[src/rtl/duck_pkg.sv]
// Shared types and constants for the duck sprite engine: FSM states, LFSR seed/taps
// and default sprite dimensions.
package duck_pkg;

  typedef enum logic [2:0] {
    RESPAWN,
    FLYING,
    HIT,
    FALLING,
    ESCAPING,
    GAME_OVER
  } duck_state_t;

  localparam logic [7:0] LFSR_SEED  = 8'hA5;
  // Fibonacci taps 8,6,5,4 expressed as a mask over bits [7:0]
  localparam logic [7:0] LFSR_TAPS  = 8'hB8;
  localparam int         DEF_DUCK_W = 80;
  localparam int         DEF_DUCK_H = 72;

  function automatic logic [7:0] lfsr_next(input logic [7:0] v);
    return {v[6:0], ^(v & LFSR_TAPS)};
  endfunction

endpackage

[src/rtl/duck_controller_pulse_sync.sv]
// Two-flop synchroniser plus rising-edge detector; one-cycle pulse appears two Clk
// edges after the input rises and is consumed on the third. No backpressure.
module pulse_sync (
  input  logic Clk,
  input  logic Reset,
  input  logic sig_i,
  output logic pulse_o
);

  logic [2:0] sync_q;

  always_ff @(posedge Clk) begin
    if (Reset) sync_q <= '0;
    else       sync_q <= {sync_q[1:0], sig_i};
  end

  assign pulse_o = sync_q[1] & ~sync_q[2];

endmodule

[src/rtl/duck_controller.sv]
// Per-frame duck motion / game-state engine; state, lives and score update on the Clk
// edge that consumes frame_tick (3 Clk after frame_clk rises). Pixel outputs are combinational; no backpressure.
module duck_controller
  import duck_pkg::*;
#(
  parameter int DUCK_W        = DEF_DUCK_W,
  parameter int DUCK_H        = DEF_DUCK_H,
  parameter int SCREEN_W      = 640,
  parameter int GROUND_Y      = 360,
  parameter int SPEED_X       = 2,
  parameter int SPEED_Y       = 2,
  parameter int FALL_SPEED    = 4,
  parameter int HIT_FRAMES    = 30,
  parameter int ESCAPE_FRAMES = 300,
  parameter int START_LIVES   = 3
) (
  input  logic       Clk,
  input  logic       Reset,
  input  logic       frame_clk,
  input  logic       trigger,
  input  logic [9:0] Ball_X,
  input  logic [9:0] Ball_Y,
  input  logic [9:0] DrawX,
  input  logic [9:0] DrawY,
  output logic       is_duck,
  output logic [9:0] Duck_Draw_X,
  output logic [9:0] Duck_Draw_Y,
  output logic [3:0] lives,
  output logic [7:0] score,
  output logic       game_over
);

  localparam logic signed [11:0] X_MAX  = 12'(SCREEN_W - DUCK_W);
  localparam logic signed [11:0] Y_GND  = 12'(GROUND_Y - DUCK_H);
  localparam logic signed [11:0] W_S    = 12'(DUCK_W);
  localparam logic signed [11:0] H_S    = 12'(DUCK_H);
  localparam logic signed [11:0] SPX_S  = 12'(SPEED_X);
  localparam logic signed [11:0] SPY_S  = 12'(SPEED_Y);
  localparam logic signed [11:0] ESC_S  = 12'(2 * SPEED_Y);
  localparam logic signed [11:0] FALL_S = 12'(FALL_SPEED);
  localparam logic [9:0]         W_M1   = 10'(DUCK_W - 1);

  logic frame_tick, shot;

  pulse_sync u_frame_sync (.Clk(Clk), .Reset(Reset), .sig_i(frame_clk), .pulse_o(frame_tick));
  pulse_sync u_trig_sync  (.Clk(Clk), .Reset(Reset), .sig_i(trigger),   .pulse_o(shot));

  duck_state_t       state_q;
  logic signed [10:0] duck_x_q, duck_y_q;
  logic              dir_q;
  logic [8:0]        frame_cnt_q;
  logic [7:0]        lfsr_q;
  logic [3:0]        lives_q;
  logic [7:0]        score_q;
  logic              game_over_q;

  logic signed [11:0] x_ext, y_ext, x_step, y_step, fall_y, esc_y, bx, by, dx, dy;
  logic signed [10:0] fly_x_d, fly_y_d, fall_y_d, esc_y_d, spawn_x_d;
  logic               fly_dir_d, land, gone, hit, in_box;

  assign x_ext = {duck_x_q[10], duck_x_q};
  assign y_ext = {duck_y_q[10], duck_y_q};

  always_comb begin
    x_step    = dir_q ? x_ext + SPX_S : x_ext - SPX_S;
    fly_x_d   = x_step[10:0];
    fly_dir_d = dir_q;
    if (x_step > X_MAX) begin
      fly_x_d   = X_MAX[10:0];
      fly_dir_d = 1'b0;
    end else if (x_step < 12'sd0) begin
      fly_x_d   = '0;
      fly_dir_d = 1'b1;
    end
    y_step    = y_ext - SPY_S;
    fly_y_d   = (y_step < 12'sd0) ? 11'sd0 : y_step[10:0];
    fall_y    = y_ext + FALL_S;
    land      = fall_y >= Y_GND;
    fall_y_d  = land ? Y_GND[10:0] : fall_y[10:0];
    esc_y     = y_ext - ESC_S;
    esc_y_d   = esc_y[10:0];
    gone      = (esc_y + H_S) <= 12'sd0;
    spawn_x_d = {2'b00, lfsr_q, 1'b0} % 11'(SCREEN_W - DUCK_W);
    // Scope coordinates are unsigned; widening keeps off-screen (negative) duck edges comparable.
    bx        = $signed({2'b00, Ball_X});
    by        = $signed({2'b00, Ball_Y});
    hit       = (bx >= x_ext) && (bx < x_ext + W_S) && (by >= y_ext) && (by < y_ext + H_S);
  end

  always_ff @(posedge Clk) begin
    if (Reset) begin
      state_q     <= RESPAWN;
      duck_x_q    <= '0;
      duck_y_q    <= Y_GND[10:0];
      dir_q       <= 1'b1;
      frame_cnt_q <= '0;
      lfsr_q      <= LFSR_SEED;
      lives_q     <= 4'(START_LIVES);
      score_q     <= '0;
      game_over_q <= 1'b0;
    end else begin
      lfsr_q <= lfsr_next(lfsr_q);
      case (state_q)
        RESPAWN: if (frame_tick) begin
          duck_x_q    <= spawn_x_d;
          duck_y_q    <= Y_GND[10:0];
          dir_q       <= lfsr_q[0];
          frame_cnt_q <= '0;
          state_q     <= FLYING;
        end
        FLYING: begin
          // A shot landing in the same cycle as a tick freezes the duck where it was hit.
          if (shot && hit) begin
            frame_cnt_q <= '0;
            state_q     <= HIT;
          end else if (frame_tick) begin
            duck_x_q    <= fly_x_d;
            duck_y_q    <= fly_y_d;
            dir_q       <= fly_dir_d;
            frame_cnt_q <= frame_cnt_q + 9'd1;
            if (frame_cnt_q + 9'd1 == 9'(ESCAPE_FRAMES)) state_q <= ESCAPING;
          end
        end
        HIT: if (frame_tick) begin
          if (frame_cnt_q == 9'(HIT_FRAMES - 1)) begin
            frame_cnt_q <= '0;
            state_q     <= FALLING;
          end else begin
            frame_cnt_q <= frame_cnt_q + 9'd1;
          end
        end
        FALLING: if (frame_tick) begin
          duck_y_q <= fall_y_d;
          if (land) begin
            if (score_q != 8'hFF) score_q <= score_q + 8'd1;
            state_q <= RESPAWN;
          end
        end
        ESCAPING: if (frame_tick) begin
          duck_y_q <= esc_y_d;
          if (gone) begin
            lives_q <= lives_q - 4'd1;
            if (lives_q == 4'd1) begin
              game_over_q <= 1'b1;
              state_q     <= GAME_OVER;
            end else begin
              state_q <= RESPAWN;
            end
          end
        end
        GAME_OVER: game_over_q <= 1'b1;
        default:   state_q <= RESPAWN;
      endcase
    end
  end

  always_comb begin
    dx          = $signed({2'b00, DrawX}) - x_ext;
    dy          = $signed({2'b00, DrawY}) - y_ext;
    in_box      = (dx >= 12'sd0) && (dx < W_S) && (dy >= 12'sd0) && (dy < H_S) &&
                  (state_q != GAME_OVER);
    is_duck     = in_box;
    Duck_Draw_X = '0;
    Duck_Draw_Y = '0;
    if (in_box) begin
      Duck_Draw_X = dir_q ? dx[9:0] : W_M1 - dx[9:0];
      Duck_Draw_Y = dy[9:0];
    end
  end

  assign lives     = lives_q;
  assign score     = score_q;
  assign game_over = game_over_q;

endmodule

[config.mk]
export PLATFORM = sky130hd
export DESIGN_NAME = duck_controller
export DESIGN_NICKNAME = d
export VERILOG_FILES = /design/src/rtl/duck_pkg.sv /design/src/rtl/duck_controller_pulse_sync.sv /design/src/rtl/duck_controller.sv
export SDC_FILE = /design/constraint.sdc
export NUM_CORES = 1
export LEC_CHECK = 0
export BUFFER_PORTS_ARGS = -buffer_cell sky130_fd_sc_hd__clkbuf_2
export CORE_MARGIN = 2
export CORE_UTILIZATION = 30
export CTS_BUF_LIST = sky130_fd_sc_hd__clkbuf_8
export CTS_CLUSTER_SIZE = 24
export DETAILED_ROUTE_END_ITERATION = 16
export HOLD_SLACK_MARGIN = 0.06
export PLACE_DENSITY = 0.49
export SLEW_MARGIN = 10
export SYNTH_ARGS = -nofsm -noshare
export SYNTH_HDL_FRONTEND = slang
export SYNTH_HIERARCHICAL = 1
export SYNTH_SLANG_ARGS = --single-unit
export TNS_END_PERCENT = 10
[constraint.sdc]
create_clock -name Clk -period 3.2 [get_ports Clk]
set_input_delay 0.48 -clock Clk [delete_from_list [all_inputs] [get_ports Clk]]
set_output_delay 0.48 -clock Clk [all_outputs]
set_load 0.005 [all_outputs]
## Word level (Yosys, flattened, before mapping)

Cells that the tools add are included.

- Add/subtract/negate cells: 14
- Div/mod/pow operators: 1
- $lt $le $gt $ge: 13
- Equal/unequal tests: 23
- Mux-type cells: 46
- Bitwise logic cells: 5
- Reduce and logical (&&, ||, !) cells: 22

Operator list:

| kind | count |
|---|---|
| 11-bit 2-to-1 mux | 12 |
| 9-bit 2-to-1 mux | 5 |
| 11-bit one-hot mux with 4 select lines | 1 |
| 3-bit 2-to-1 mux | 11 |
| 10-bit 2-to-1 mux | 3 |
| 9-bit one-hot mux with 3 select lines | 1 |
| 11-bit by 8-bit adder with 12-bit output, second input constant | 2 |
| 12-bit by 1-bit >= comparator with 1-bit output, second input constant | 2 |
| 11-bit by 12-bit < comparator with 1-bit output | 2 |
| 12-bit by 1-bit < comparator with 1-bit output, second input constant | 2 |
| 12-bit by 8-bit < comparator with 1-bit output, second input constant | 2 |
| 11-bit by 11-bit subtractor with 12-bit output | 2 |
| 11-bit by 3-bit subtractor with 12-bit output, second input constant | 2 |
| 11-bit >= comparator | 2 |
| 11-bit one-hot mux with 2 select lines | 1 |
| 2-bit inequality test, second input constant | 10 |
| 3-bit one-hot mux with 6 select lines | 1 |
| 4-bit AND reduction | 4 |
| 11-bit by 3-bit adder with 12-bit output, second input constant | 1 |
| 11-bit by 4-bit adder with 12-bit output, second input constant | 1 |
| 12-bit by 8-bit adder with 12-bit output, second input constant | 1 |
| 12-bit by 10-bit >= comparator with 1-bit output, second input constant | 1 |
| 12-bit by 11-bit > comparator with 1-bit output, second input constant | 1 |
| 12-bit by 1-bit <= comparator with 1-bit output, second input constant | 1 |
| 29 further kinds | 53 |

- Flip-flop bits (word level): 62
- Input bits: 44
- Output and inout port bits: 34

## Longest topological paths before layout

Gate-level depths: netlist of run 1.

- Depth in word-level cells: 8
- Depth in mapped cells: 16
- Depth with buffers taken out: 15

## By module

Netlist of run 1, hierarchy kept.

Modules (own cells, without submodules):

| module | times used | cells an instance | area an instance (sq um) |
|---|---|---|---|
| duck_controller | 1 | 809 | 6174.7 |
| pulse_sync | 2 | 7 | 87.6 |

## Worst setup path after synthesis of run 1

No wires, ideal clock.

- Path kind: input -> output
- Start: in DrawX[3]
- End: out Duck_Draw_X[1]
- Arrival time: 2.993 ns
- Required time: 2.720 ns
- Slack: -0.273 ns
- Cell stages on the path: 15
- Path buffers: 1
- Cell sequence: ha_1 a21oi_1 nand2_1 a21oi_1 xor2_1 ha_1 nor2_1 a22oi_1 o211ai_1 a21oi_1 o211ai_1 nor4_1 nand4_1 clkbuf_1 nor2_1

- Cells in the longest elaborated chain, start to end: 7
- Elaborated cells between the ends (all ways): 8
- Classes of those cells: 1 x add/sub; 2 x order compare; 1 x mux; 4 x reduce/logical

RTL lines:

| what | RTL line | source |
|---|---|---|
| start, declared | duck_controller.sv:23 | `input logic [9:0] DrawX,` |
| 11-bit by 11-bit subtractor with 12-bit output (*) | duck_controller.sv:158 | `dx = $signed({2'b00, DrawX}) - x_ext;` |
| 12-bit by 1-bit >= comparator with 1-bit output / 12-bit by 8-bit < comparator with 1-bit output (equally long branches) | duck_controller.sv:160 | `in_box = (dx >= 12'sd0) && (dx < W_S) && (dy >= 12'sd0) && (dy < H_S) &&` |
| 1-bit logical AND (*) (4 in a row) | duck_controller.sv:160 |  |
| 10-bit 2-to-1 mux (*) | duck_controller.sv:165 | `if (in_box) begin` |
| end, declared | duck_controller.sv:26 | `output logic [9:0] Duck_Draw_X,` |

Every way passes the cells marked *; elsewhere a longest branch is shown, timed or not.

## Worst setup path after layout of run 1

- Start: reg duck_y_q[1]
- End: out Duck_Draw_Y[2]

- Cells in the longest elaborated chain, start to end: 6
- Elaborated cells between the ends (all ways): 7
- Classes of those cells: 1 x add/sub; 2 x order compare; 1 x mux; 3 x reduce/logical

RTL lines:

| what | RTL line | source |
|---|---|---|
| start, declared | duck_controller.sv:49 | `logic signed [10:0] duck_x_q, duck_y_q;` |
| start signal, assigned | duck_controller.sv:94 | `duck_y_q <= Y_GND[10:0];` |
| start signal, assigned | duck_controller.sv:106 | `duck_y_q <= Y_GND[10:0];` |
| start signal, assigned | duck_controller.sv:118 | `duck_y_q <= fly_y_d;` |
| 11-bit by 11-bit subtractor with 12-bit output (*) | duck_controller.sv:159 | `dy = $signed({2'b00, DrawY}) - y_ext;` |
| 12-bit by 1-bit >= comparator with 1-bit output | duck_controller.sv:160 |  |
| 1-bit logical AND (3 in a row) | duck_controller.sv:160 |  |
| 10-bit 2-to-1 mux (*) | duck_controller.sv:165 |  |
| end, declared | duck_controller.sv:27 | `output logic [9:0] Duck_Draw_Y,` |

Marked as above.

==> flow_summary.toml, run 1 <==
[final_layout]
fin_util_pct = 39.8
layout_commonest_cell = "buf_4"
most-common-layout-cells = "110 x buf_4, 79 x nor2_1, 71 x ha_1, 64 x clkbuf_2, 61 x nand2_1"
nFillCells = 2217
nNetsFinal = 1115
synthToLayoutAreaGrowth_pct = 31.0
n_antenna_cell = 0
drive_above_1_share_pct = 27.8

[run]
drv_cap = 0

[die]
io_pins = 78
die_w_um = 149
row_count = 53
start_util_pct = 30.4
core_area_um2 = 20900
die_h_um = 149
dieArea_um2 = 22300

[global_route]
antenna_found_initial = 0
grt_pass1_vias = 6130
use_met1_pct = 22.4
grt_max_degree = 29
grt_use_met3_pct = 1.92
track_usage_pct = 16.8
busiest_layer = "met2"
gr-total-overflow = 0
grt_first_pass_wirelength_mm = 30.1
grt_use_met2_pct = 28.3

[power]
netSwitchingFraction_pct = 41.1
power_mw = 3.19
p_leak_nw = 3.48
internal-power_mw = 1.88
clkPwrFrac_pct = 22.2
p_switching_mw = 1.31
power.share.combinational_pct = 50.7
sequentialPowerShare_pct = 27.0
p_per_area_nw_per_um2 = 384
peakVddDrop_mv = 0.148

[cts]
clk_path_buf_depth = 2
holdBufCountCts = 0
cts.sinks = 60
clockRootBuffer = "clkbuf_8"
htree_levels = 3
numCtsBuffers = 9
cts_tree = "yes"
clkLatencyLatePin_ps = 370
clk_pin_slew_ps = 80

[critical_path]
reg2reg_from = "duck_x_q[4]$_SDFFE_PP0P_"
startpoint_type = "register"
endpoint_kind = "output pin"
r2r_slack_ps = 40
r2r_cells = 14
rr_endpoint = "frame_cnt_q[2]$_SDFFE_PP0P_"
cp_slowest_stage_delay_ps = 420
path_max_fanout = 4
worstPathCellList = "inv_1 -> fa_1 -> a21o_1 -> a211oi_2 -> o21bai_1 -> a2111oi_1 -> buf_4 -> o211ai_1 -> nor4_1 -> nand4_1 -> buf_6 -> clkbuf_16 -> nor2_1 -> clkbuf_2"
path_class = "register to output pin"
slowest_stage = "a2111oi_1"
cp_data_required_time_ps = 2720
crit_arrival_ps = 3470

[logic_synthesis]
ys_types = 80
synthArstFlopShare_pct = 0
synthCells = 823
synth-edff-count = 0
synth_warnings = 6
synth_area_um2 = 6350
ys_ff_latch = 60
yosys_most_used_dff = "dfxtp_1"
yosysSeqAreaShare_pct = 18.9
synth.top_cells.by_area = "dfxtp_1 19%, ha_1 15%, nor2_1 5.4%"
synth_top_area_share_pct = 18.9
syn_area_per_cell_um2 = 7.72
yosysTopAreaCell = "dfxtp_1"

[min_path]
min_delay_worst_endpoint = "u_trig_sync/sync_q[0]$_SDFF_PP0_"
hp-class = "input pin to register"
worstHoldStart = "trigger"
hold_depth = 2

[routing]
routed_wl_mm = 18.5
dr.first_iter.drc_count = 353
drc_errors = 0
via_per_inst = 5.18
drtAntennaViolNets = 0
drt_first_pass_iters = 5
routedWlPerCell_um = 14.6
route.vias.total = 6591

[timing]
fmax_mhz = 253
finalSetupViolCount = 17
worst_slew_margin_rel_pct = 53.5
post-route-period-util_pct = 123
drv_slew = 0
fin_ws_ps = -746
period_needed_ps = 3950
hold_viol_final = 0
finalSetupTns_ps = -11740
grt_setup_unrepaired = "true"
tightest_slew_ps = 697
finClkSkew_ps = 15.1

[placement]
place_congestion = 0.881
post-dp-hpwl_mm = 14.9
io_buffers = 71
post-place-ws_ps = -516

[outcome]
outcome = "finished with violations"
violations = "negative setup slack"
cells in the mapped netlist, drive strengths merged, types with 6 or more instances:
cell,number
nor2,92
ha,75
nand2,61
dfxtp,60
a21oi,57
o21ai,49
inv,44
xnor2,33
a211oi,25
nor2b,24
xor2,22
clkbuf,20
nand3,20
nor3,19
a31oi,16
buf,14
and3,13
nand2b,10
o211ai,9
mux2i,8
nand4,8
o31ai,8
nor4,7
o21a,7
or2,7
or3,7
a2111oi,6
a211o,6
a21o,6
metrics by stage:
stage	hold slack, ps	instances	instance area, um^2
2_1_floorplan	414	827	6500
3_3_place_gp	422	1251	7890
3_5_place_dp	426	1251	7890
4_1_cts	301	1268	8140
5_1_grt	321	1273	8320
6_report	314	1273	8320
how the worst max path moves through the flow:
stage	end	slack, ps	cells past startpoint	start
after floorplan	Duck_Draw_X[1]	-80	15	DrawX[1]
after global placement	Duck_Draw_Y[4]	-490	13	DrawY[1]
after detailed placement	Duck_Draw_Y[4]	-520	17	DrawX[1]
after CTS	Duck_Draw_Y[4]	-700	17	duck_x_q[1]$_SDFFE_PP0P_
after global routing	Duck_Draw_X[5]	-1020	18	duck_x_q[1]$_SDFFE_PP0P_
final	Duck_Draw_Y[2]	-750	14	duck_y_q[1]$_SDFFE_PP0P_
flip-flops by register name, indices dropped and copies added, names as in the netlist:
register,cells
duck_x_q,10
frame_cnt_q,9
dir_q,1
u_frame_sync/sync_q,3
lfsr_q,8
score,8
game_over,1
duck_y_q,10
state_q,3
lives,4
u_trig_sync/sync_q,3
worst max-delay path, delay by kind of cell (launching register included):
family	cells	cell delay (ps)
buffers and inverters	5	720
AOI/OAI and AO/OA	5	1060
DFF	1	330
adders and majority gates	1	410
and+or+nand+nor	3	590
layer usage:
metal / wire [um] / vias to the layer above
met5: 0 / -
met4: 286 / 0
met3: 638 / 20
met2: 8650 / 129
met1: 8980 / 3071
li1: - / 3371
layout make-up:
class	count	area [um^2]	share of cell area, %
Clock inverter	7	68.8	0.828
Multi-Input combinational cell	688	5070	60.9
Tap cell	275	344	4.14
Clock buffer	9	124	1.49
Inverter	45	171	2.06
Timing Repair Buffer	189	1330	16.0
Sequential cell	60	1210	14.5
power groups by stage:
stage / Combinational, mW / Sequential [mW] / Clock [mW]
after floorplan: 1.03 / 0.850 / 0
after global placement: 1.56 / 0.876 / 0
after detailed placement: 1.55 / 0.877 / 0
after CTS: 1.58 / 0.862 / 0.730
after global routing: 1.80 / 0.873 / 0.766
final: 1.62 / 0.863 / 0.709
cell families (layout without fill, tap and decap cells):
family          count (synthesis)  in the layout  synth area share, %
fa+ha+maj                      78             78                 15.7
xor+xnor                       55             55                 7.70
compound gates                245            245                 26.2
flops                          60             60                 18.9
buf+inv                        79            250                 5.50
simple gates                  291            291                 23.5
mux                            13             13                 2.27
other cells                     2              6                0.118
repair_timing:
item                                    CTS  global route
resized for setup                        18            34
buffers inserted                          1             3
pin swaps                                 3            16
endpoints found under the hold margin     0             0
endpoints found under the setup margin   49            49
gates cloned                              0             2
No activity file was read; power rests on OpenSTA's default activity.
==> inputs of run 2 (changes only) <==
--- a/config.mk
+++ b/config.mk
@@ -6,6 +6,7 @@
 export NUM_CORES = 1
 export LEC_CHECK = 0
 export BUFFER_PORTS_ARGS = -buffer_cell sky130_fd_sc_hd__clkbuf_2
+export CORE_ASPECT_RATIO = 1.1
 export CORE_MARGIN = 2
 export CORE_UTILIZATION = 30
 export CTS_BUF_LIST = sky130_fd_sc_hd__clkbuf_8
==> flow_summary.toml, run 2 (synthesis gave the netlist of run 1 again) <==
[timing]
finClkSkew_ps = 14.6
finalSetupTns_ps = -10820
tightest_slew_ps = 940
fmax_mhz = 266
post-route-period-util_pct = 117
fin_hold_ws_ps = 315
finalSetupViolCount = 44
worst_slew_margin_rel_pct = 36.8
hold_viol_final = 0
period_needed_ps = 3760
grt_setup_unrepaired = "true"
fin_ws_ps = -560
drv_slew = 0

[die]
dieArea_um2 = 22300
core_area_um2 = 20600
die_w_um = 143
io_pins = 78
die_h_um = 157
row_count = 55
start_util_pct = 30.8

[final_layout]
n_antenna_cell = 0
multi_input_area_um2 = 4980
layout_commonest_cell = "buf_4"
stdcell_area_um2 = 8220
most-common-layout-cells = "117 x buf_4, 82 x nor2_1, 71 x ha_1, 67 x clkbuf_2, 61 x nand2_1"
nFillCells = 2179
synthToLayoutAreaGrowth_pct = 29.5
seq_area_um2 = 1200
nNetsFinal = 1119
drive_above_1_share_pct = 26.2
reg_top3 = "duck_x_q x10, duck_y_q x10, frame_cnt_q x9"

[critical_path]
crit_end = "Duck_Draw_Y[3]"
r2r_slack_ps = -180
cp_common_cell = "o211ai_1"
crit_family = "compound AO/OA/AOI/OAI gates"
critical_path_buf_inv_count = 4
path_class = "register to output pin"
rr_endpoint = "frame_cnt_q[6]$_SDFFE_PP0P_"
cp_slowest_stage_delay_ps = 360
reg2reg_from = "duck_x_q[4]$_SDFFE_PP0P_"
cp_data_required_time_ps = 2720
path_max_fanout = 7
endpoint_kind = "output pin"
startpoint_type = "register"
slowest_stage = "dfxtp_2"
startpoint = "duck_x_q[1]$_SDFFE_PP0P_"
cp_num_cells = 18
r2r_cells = 15
worstPathCellList = "inv_2 -> ha_4 -> o211ai_1 -> nand2_1 -> a21oi_2 -> xor2_1 -> ha_2 -> nor2_2 -> a22oi_1 -> o211ai_1 -> a21oi_1 -> o211ai_1 -> nor4_2 -> nand4_1 -> buf_6 -> buf_12 -> nor2_4 -> clkbuf_2"
crit_arrival_ps = 3280

[power]
p_leak_nw = 3.47
p_per_area_nw_per_um2 = 400
peakVddDrop_mv = 0.228

[global_route]
grt_pass1_vias = 6301
grt_first_pass_wirelength_mm = 30.6
antenna_found_initial = 0
track_usage_pct = 16.9
grt_max_degree = 30
gr-total-overflow = 0

[routing]
drt_first_pass_iters = 4
drc_errors = 0
dr.first_iter.drc_count = 214
routed_wl_mm = 18.5
via_per_inst = 5.14
drtAntennaViolNets = 0
routedWlPerCell_um = 14.7
route.vias.total = 6470

[min_path]
worstHoldStart = "frame_clk"
hp-class = "input pin to register"

[outcome]
violations = "negative setup slack"
outcome = "finished with violations"

[run]
drv_cap = 0

[cts]
htree_levels = 3
clk_path_buf_depth = 2
cts_tree = "yes"
clockRootBuffer = "clkbuf_8"
clkLatencyLatePin_ps = 370
numCtsBuffers = 9
clk_pin_slew_ps = 80
cts.sinks = 60

[placement]
place_area_um2 = 7930
io_buffers = 71
post-dp-hpwl_mm = 14.9
post-place-ws_ps = -520
place_congestion = 0.890
==> run 2: cell count changes in the layout (fill, tap and decap cells not counted), sizes merged <==
cell,change
clkbuf,+1
buf,+3
clkinv,-1
bufinv,+1
==> run 2: final cells by class <==
cell class	count	area share, %
multi-input cells	688	60.6
repair buffers	193	16.1
flip-flops and latches	60	14.6
well taps	256	3.90
inverters	45	2.05
clock buffers	9	1.51
clock inverters	7	1.20
==> run 2: per-layer routing <==
| metal | share of wire (%) | vias up | global-route usage (%) | routed length (um) |
|---|---|---|---|---|
| met3 | 3.4 | 12 | 1.84 | 623 |
| met4 | 1.2 | 0 | 4.95 | 218 |
| met1 | 49 | 2943 | 22.3 | 9100 |
| met2 | 46 | 132 | 29.2 | 8520 |
| met5 | 0 | - | 0 | 0 |
| li1 | - | 3383 | - | - |
==> run 2: stage by stage <==
stage | instances | util [%] | total power [mW]
final | 1258 | 39.8 | 3.29
after global routing | 1258 | 39.8 | 3.53
after CTS | 1257 | 39.7 | 3.30
after detailed placement | 1239 | 38.4 | 2.47
after global placement | 1239 | 38.4 | 2.47
after floorplan | 827 | - | 1.88
==> run 2: worst min-delay path by stage <==
stage	to	cells past startpoint	slack, ps
4_1_cts	u_frame_sync/sync_q[0]$_SDFF_PP0_	2	300
6_report	u_frame_sync/sync_q[0]$_SDFF_PP0_	2	320
3_5_place_dp	u_trig_sync/sync_q[1]$_SDFF_PP0_	1	420
3_3_place_gp	u_frame_sync/sync_q[1]$_SDFF_PP0_	1	420
5_1_grt	u_frame_sync/sync_q[0]$_SDFF_PP0_	2	320
2_1_floorplan	u_frame_sync/sync_q[1]$_SDFF_PP0_	1	410
==> run 2: repair_timing <==
item	CTS	global route
gates resized for setup	6	11
hold buffers	0	0
buffers inserted	1	1
cloned	1	0
pin swaps	13	7
endpoints found under the setup margin	49	54
==> run 2: where the power goes <==
| part | switching (mW) | total [mW] | internal, mW |
|---|---|---|---|
| Clock | 0.360 | 0.804 | 0.443 |
| Combinational | 0.891 | 1.63 | 0.737 |
| Sequential | 0.0627 | 0.859 | 0.796 |
